[src/rtl/timer_ctrl.sv]
// Start/pause/abort up-counter with one-cycle DONE pulse and registered status outputs.
// Optional periodic reload from DONE is enabled by defining AUTO_RELOAD_EN.
module timer_ctrl #(
  parameter int WIDTH = 4
) (
  input  logic             clk,
  input  logic             reset,
  input  logic             start,
  input  logic             pause,
  input  logic             abort,
  input  logic             periodic,
  input  logic [WIDTH-1:0] limit,
  output logic [WIDTH-1:0] count,
  output logic             busy,
  output logic             done,
  output logic [1:0]       state
);

  typedef enum logic [1:0] {
    IDLE = 2'd0,
    RUN  = 2'd1,
    HOLD = 2'd2,
    DONE = 2'd3
  } state_t;

  state_t           state_q;
  logic [WIDTH-1:0] count_q;
  logic [WIDTH-1:0] limit_q;
  logic             busy_q;
  logic             done_q;

`ifndef AUTO_RELOAD_EN
  logic unused_periodic;
  assign unused_periodic = periodic;
`endif

  // Next state is resolved locally so busy/done can be registered in step with state.
  always_ff @(posedge clk) begin
    state_t           nxt;
    logic [WIDTH-1:0] cnt_nxt;
    nxt     = state_q;
    cnt_nxt = count_q;
    if (reset) begin
      state_q <= IDLE;
      count_q <= '0;
      limit_q <= '0;
      busy_q  <= 1'b0;
      done_q  <= 1'b0;
    end else begin
      case (state_q)
        IDLE: begin
          if (start) begin
            nxt     = RUN;
            cnt_nxt = '0;
            limit_q <= limit;
          end
        end
        RUN: begin
          if (abort) begin
            nxt     = IDLE;
            cnt_nxt = '0;
          end else if (pause) begin
            nxt = HOLD;
          end else if (count_q == limit_q) begin
            nxt = DONE;
          end else begin
            cnt_nxt = count_q + 1'b1;
          end
        end
        HOLD: begin
          if (abort) begin
            nxt     = IDLE;
            cnt_nxt = '0;
          end else if (!pause) begin
            nxt = RUN;
          end
        end
        DONE: begin
`ifdef AUTO_RELOAD_EN
          if (periodic) begin
            nxt     = RUN;
            cnt_nxt = '0;
          end else begin
            nxt = IDLE;
          end
`else
          nxt = IDLE;
`endif
        end
        default: nxt = IDLE;
      endcase
      state_q <= nxt;
      count_q <= cnt_nxt;
      busy_q  <= (nxt == RUN) || (nxt == HOLD);
      done_q  <= (nxt == DONE);
    end
  end

  assign state = state_q;
  assign count = count_q;
  assign busy  = busy_q;
  assign done  = done_q;

endmodule

[config.mk]
export PLATFORM = sky130hd
export DESIGN_NAME = timer_ctrl
export DESIGN_NICKNAME = d
export VERILOG_FILES = /design/src/rtl/timer_ctrl.sv
export SDC_FILE = /design/constraint.sdc
export NUM_CORES = 1
export LEC_CHECK = 0
export BUFFER_PORTS_ARGS = -buffer_cell sky130_fd_sc_hd__buf_2
export CAP_MARGIN = 20
export CORE_MARGIN = 10
export CORE_UTILIZATION = 30
export CTS_CLUSTER_DIAMETER = 60
export DETAILED_ROUTE_END_ITERATION = 8
export PLACE_DENSITY = 0.55
export RECOVER_POWER = 100
export SLEW_MARGIN = 30
export SYNTH_ARGS = -nofsm -noshare
export SYNTH_HDL_FRONTEND = slang
export SYNTH_SLANG_ARGS = --single-unit
[constraint.sdc]
create_clock -name clk -period 2.55 [get_ports clk]
set_clock_uncertainty 0.2 [all_clocks]
set_input_delay 0.6375 -clock clk [delete_from_list [all_inputs] [get_ports clk]]
set_output_delay 0.6375 -clock clk [all_outputs]
set_load 0.03 [all_outputs]
=== Yosys cells after proc, flatten, opt, wreduce, memory -nomap -nowiden ===
Cells that the tools add are included.
W data, S select, Z words.

* Register bits after elaboration: 12
* Bits in latches: 0
* RAM bits: 0
* ROM bits: 0
* Input bits: 10
* Output and inout bits: 8
* Memories: 0

* $add $sub $neg: 1
* Multipliers: 0
* Divide/modulo/power cells: 0
* $lt $le $gt $ge: 0
* Equality and inequality tests: 11
* Shift-type cells: 0
* Multiplexer cells: 14
* Bitwise operators: 0
* Reductions and logical operators: 5

{| class="wikitable"
|+ Operators with widths
! kind !! count
|-
| $mux W4 || 5
|-
| $mux W2 || 7
|-
| $pmux W4 S3 || 1
|-
| $eq A2 B2 Y1 const B || 4
|-
| $pmux W2 S4 || 1
|-
| $ne A3 B3 Y1 const B || 2
|-
| $reduce_and A5 Y1 || 1
|-
| $add A4 B1 Y4 const B || 1
|-
| $eq A2 B1 Y1 const B || 2
|-
| $eq A4 B4 Y1 || 1
|-
| $ne A2 B2 Y1 const B || 2
|-
| $reduce_bool A3 Y1 || 1
|-
| $logic_not A2 Y1 || 1
|-
| $reduce_and A2 Y1 || 1
|-
| $logic_or A1 B1 Y1 || 1
|}

=== Longest topological paths before layout ===
* Depth after elaboration: 8
* Depth in mapped cells: 5

=== Worst setup path after synthesis ===
OpenSTA, ideal clock, no wires.

* Path kind: register -> register
* Start point: register count_q[0] (netlist: count[0])
* End point: register busy_q (netlist: busy)
* Arrival: 1.487 ns
* Required time: 2.220 ns
* Setup slack: 0.733 ns
* Stages on the path, launching flop included: 6
* Clock period less this slack: 1.817 ns
* Path through: dfxtp_1 > xnor2_1 > a41oi_2 > o21ai_2 > ha_1 > nor2b_1

* Cells in the longest elaborated chain, start to end: 8
* Elaborated cells on any way between the ends: 9
* Classes of those cells: 3 x eq/ne; 5 x mux; 1 x reduce/logical

{| class="wikitable"
|+ RTL lines
! item !! RTL line !! source
|-
| start: declaration || 27 || <nowiki>logic [WIDTH-1:0] count_q;</nowiki>
|-
| start signal: assignment || 93 || <nowiki>count_q <= cnt_nxt;</nowiki>
|-
| $eq A4 B4 Y1 (*) || 64 || <nowiki>end else if (count_q == limit_q) begin</nowiki>
|-
| $mux W2 (*) || 64 ||
|-
| $mux W2 (*) || 62 || <nowiki>end else if (pause) begin</nowiki>
|-
| $mux W2 (*) || 59 || <nowiki>if (abort) begin</nowiki>
|-
| $pmux W2 S4 (*) || 50 || <nowiki>case (state_q)</nowiki>
|-
| $mux W2 (*) || 43 || <nowiki>if (reset) begin</nowiki>
|-
| $eq A2 B1 Y1 / $eq A2 B2 Y1 (equally long branches) || 94 || <nowiki>busy_q <= (nxt == RUN) || (nxt == HOLD);</nowiki>
|-
| $logic_or A1 B1 Y1 (*) || 94 ||
|-
| end signal: assignment || 94 ||
|-
| end: declaration || 29 || <nowiki>logic busy_q;</nowiki>
|}

Every way passes the cells marked *; elsewhere a longest branch is shown, timed or not. The select of a mux whose other input is x is not followed.
A chain may end at the register's enable or synchronous reset.

=== Worst setup path after layout ===
* Start point: register count_q[0] (netlist: count[0])
* End point: output count[0]

{| class="wikitable"
|+ RTL lines
! item !! RTL line !! source
|-
| end: declaration || 13 || <nowiki>output logic [WIDTH-1:0] count,</nowiki>
|}

No word-level cell between the ends.

==> results.sh <==
export IMPL_status="completed"
export IMPL_cts_resized=0
export IMPL_die_area_um2=4420
export IMPL_synth_edf_count=0
export IMPL_synth_top_area_frac=0.371
export IMPL_dp_slack_ns=0.596
export IMPL_timing_rr_start="count[0]"
export IMPL_critPathBufInv=1
export IMPL_tightest_slew_ns=0.559
export IMPL_period_share=0.751
export IMPL_insertion_delay_ns=0.27
export IMPL_ys_seq_area_frac=0.371
export IMPL_drtPass1Iterations=4
export IMPL_yosysMostFrequentCell="dfxtp_1"
export IMPL_core_area_um2=2000
export IMPL_antennaDiodeCount=0
export IMPL_cts_path_max_buffers=2
export IMPL_synthCells=65
export IMPL_post_drt_wl_per_cell_um=12.1
export IMPL_utilization=0.386
export IMPL_final_layout_size_suffix_gt1_frac=0.224
export IMPL_crit_type="reg2out"
export IMPL_cts_post_setup_buffers_inserted=0
export IMPL_io_buffers=16
export IMPL_cts_root_buf="clkbuf_4"
export IMPL_min_to="limit_q[0]"
export IMPL_crit_path_end_kind="primary output"
export IMPL_cp_top_family="flip-flops"
export IMPL_crit_required_ns=1.71
export IMPL_fin_nets=98
export IMPL_layout_setup_ws_ns=0.635
export IMPL_async_flop_share=0
export IMPL_via_count=504
export IMPL_rsz0062_at_grt="false"
export IMPL_die_width_um=66.5
export IMPL_synth_ff_type="dfxtp_1"
export IMPL_cts_sinks=12
export IMPL_reg2reg_depth=5
export IMPL_postRouteAntennaNets=0
export IMPL_gp_congestion=0.758
export IMPL_cts_tree="done"
export IMPL_synth_seq_cells=12
export IMPL_r2r_end="busy"
export IMPL_crit_slowest_cell="dfxtp_1"
export IMPL_synth_commonest_cells="12 x dfxtp_1, 6 x nand2_1, 5 x nor2_1, 5 x nor2b_1"
export IMPL_syn_area_per_cell_um2=9.97
export IMPL_die_h_um=66.5
export IMPL_final_setup_tns_ns=0
export IMPL_fmax_mhz=522
export IMPL_holdCritStartpoint="limit_q[0]"
export IMPL_ir_worst_vdd_mv=0.313
export IMPL_yosys_top_cells_area="dfxtp_1 37%, mux2i_1 6.2%, xnor2_1 5.4%"
export IMPL_place_inst=108
export IMPL_min_period_ns=1.92
export IMPL_hold_path_class="reg2reg"
export IMPL_dpl_cell_area_um2=766
export IMPL_power_density_nw_per_um2=540
export IMPL_grt_use_total=0.0694
export IMPL_antenna_found_initial=0
export IMPL_fillCellCount=228
export IMPL_hold_viol_final=0
export IMPL_drtIter0Drc=5
export IMPL_max_stage_delay_ns=0.46
export IMPL_yosysTopAreaCell="dfxtp_1"
export IMPL_cellLeakagePower_nw=0.299
export IMPL_final_area_um2=772
export IMPL_dp_final_hpwl_um=1090
export IMPL_htreeDepth=1
export IMPL_path_clk_slew_ns=0.08
export IMPL_numCtsBuffers=3
export IMPL_final_cells=112
export IMPL_startpoint_type="flip-flop"
export IMPL_grt_pass1_wl_um=2330
export IMPL_initial_core_util=0.324
export IMPL_slew_headroom=0.622
export IMPL_overflow=0
export IMPL_grt_max_degree=12
export IMPL_vias_per_cell=4.50
export IMPL_syn_num_nets=77
export IMPL_worstPathArrival_ns=1.08
export IMPL_report_final_setup_viol=0
export IMPL_syn_area_um2=648
export IMPL_r2r_slack_ns=0.65
export IMPL_yosysWarnings=0
export IMPL_drv_cap=0
export IMPL_drc_errors=0
export IMPL_synth_distinct_cells=29
export IMPL_cts_hold_buf=0
export IMPL_path_max_fanout=7
export IMPL_syn_to_final_growth_pct=19.1
export IMPL_drv_slew=0
export IMPL_rows=16
export IMPL_path_cells="clkbuf_1"
export IMPL_hold_depth=2
export IMPL_routed_wirelength_um=1360
export IMPL_first_global_vias=504
export IMPL_ioPinCount=18
where the power goes:
group | total (mW) | internal, mW | switching (mW)
logic | 0.0622 | 0.0277 | 0.0344
registers | 0.203 | 0.196 | 0.00713
clock network | 0.152 | 0.0868 | 0.0649
total | 0.417 | 0.310 | 0.106
per-stage QoR:
| stage | total power, mW | hold slack, ns |
|---|---|---|
| final | 0.417 | 0.321 |
| after CTS | 0.428 | 0.330 |
| after global routing | 0.440 | 0.369 |
| after floorplan | 0.253 | 0.282 |
| after detailed placement | 0.275 | 0.310 |
| after global placement | 0.274 | 0.301 |
flip-flops by register name, indices dropped and copies added, names as in the netlist:
register  cells
limit_q       4
state         2
done          1
busy          1
count         4
logic make-up after synthesis:
group	after synthesis	share of synthesized area
AND/OR/NAND/NOR	29	0.284
flip-flops	12	0.371
AO/OA/AOI/OAI	10	0.149
XOR/XNOR	5	0.0676
multiplexers	5	0.0792
buffers and inverters	2	0.0116
adder cells (fa/ha/maj)	2	0.0386
metal layers:
layer | vias to the layer above | global-route usage | part of all wire
li1 | 268 | - | -
met1 | 223 | 0.0776 | 0.45
met2 | 9 | 0.0993 | 0.46
met3 | 4 | 0.0217 | 0.043
met4 | 0 | 0.0707 | 0.043
met5 | - | 0 | 0
worst max path at each step:
| stage | from | end | cells after the start |
|---|---|---|---|
| 3_5_place_dp | start | busy | 6 |
| 3_3_place_gp | pause | busy | 5 |
| 2_1_floorplan | count[0] | busy | 5 |
| 6_report | count[0] | count[0] | 1 |
| 5_1_grt | count[0] | busy | 5 |
| 4_1_cts | state[1] | state[1] | 1 |
placed cells by master, fill, tap and decap left out, types with 2 or more instances in the layout:
| master | synthesis | final |
|---|---|---|
| nand2_1 | 6 | 6 |
| clkbuf_4 | 0 | 3 |
| ha_1 | 2 | 2 |
| nor2_1 | 5 | 5 |
| xnor2_1 | 4 | 4 |
| dfxtp_1 | 12 | 12 |
| mux2i_1 | 4 | 4 |
| nand3b_1 | 4 | 4 |
| buf_2 | 0 | 8 |
| clkbuf_1 | 1 | 9 |
| nor2b_1 | 5 | 5 |
| nand4b_1 | 2 | 2 |
area by class of cell:
class	instances	area, um^2	area share
Sequential cell	12	240	0.311
Clock buffer	4	36.3	0.0470
Timing Repair Buffer	17	73.8	0.0956
Inverter	1	3.75	0.00486
Tap cell	27	33.8	0.0438
Multi-Input combinational cell	51	384	0.498
Power figures use the tool's default switching activity.
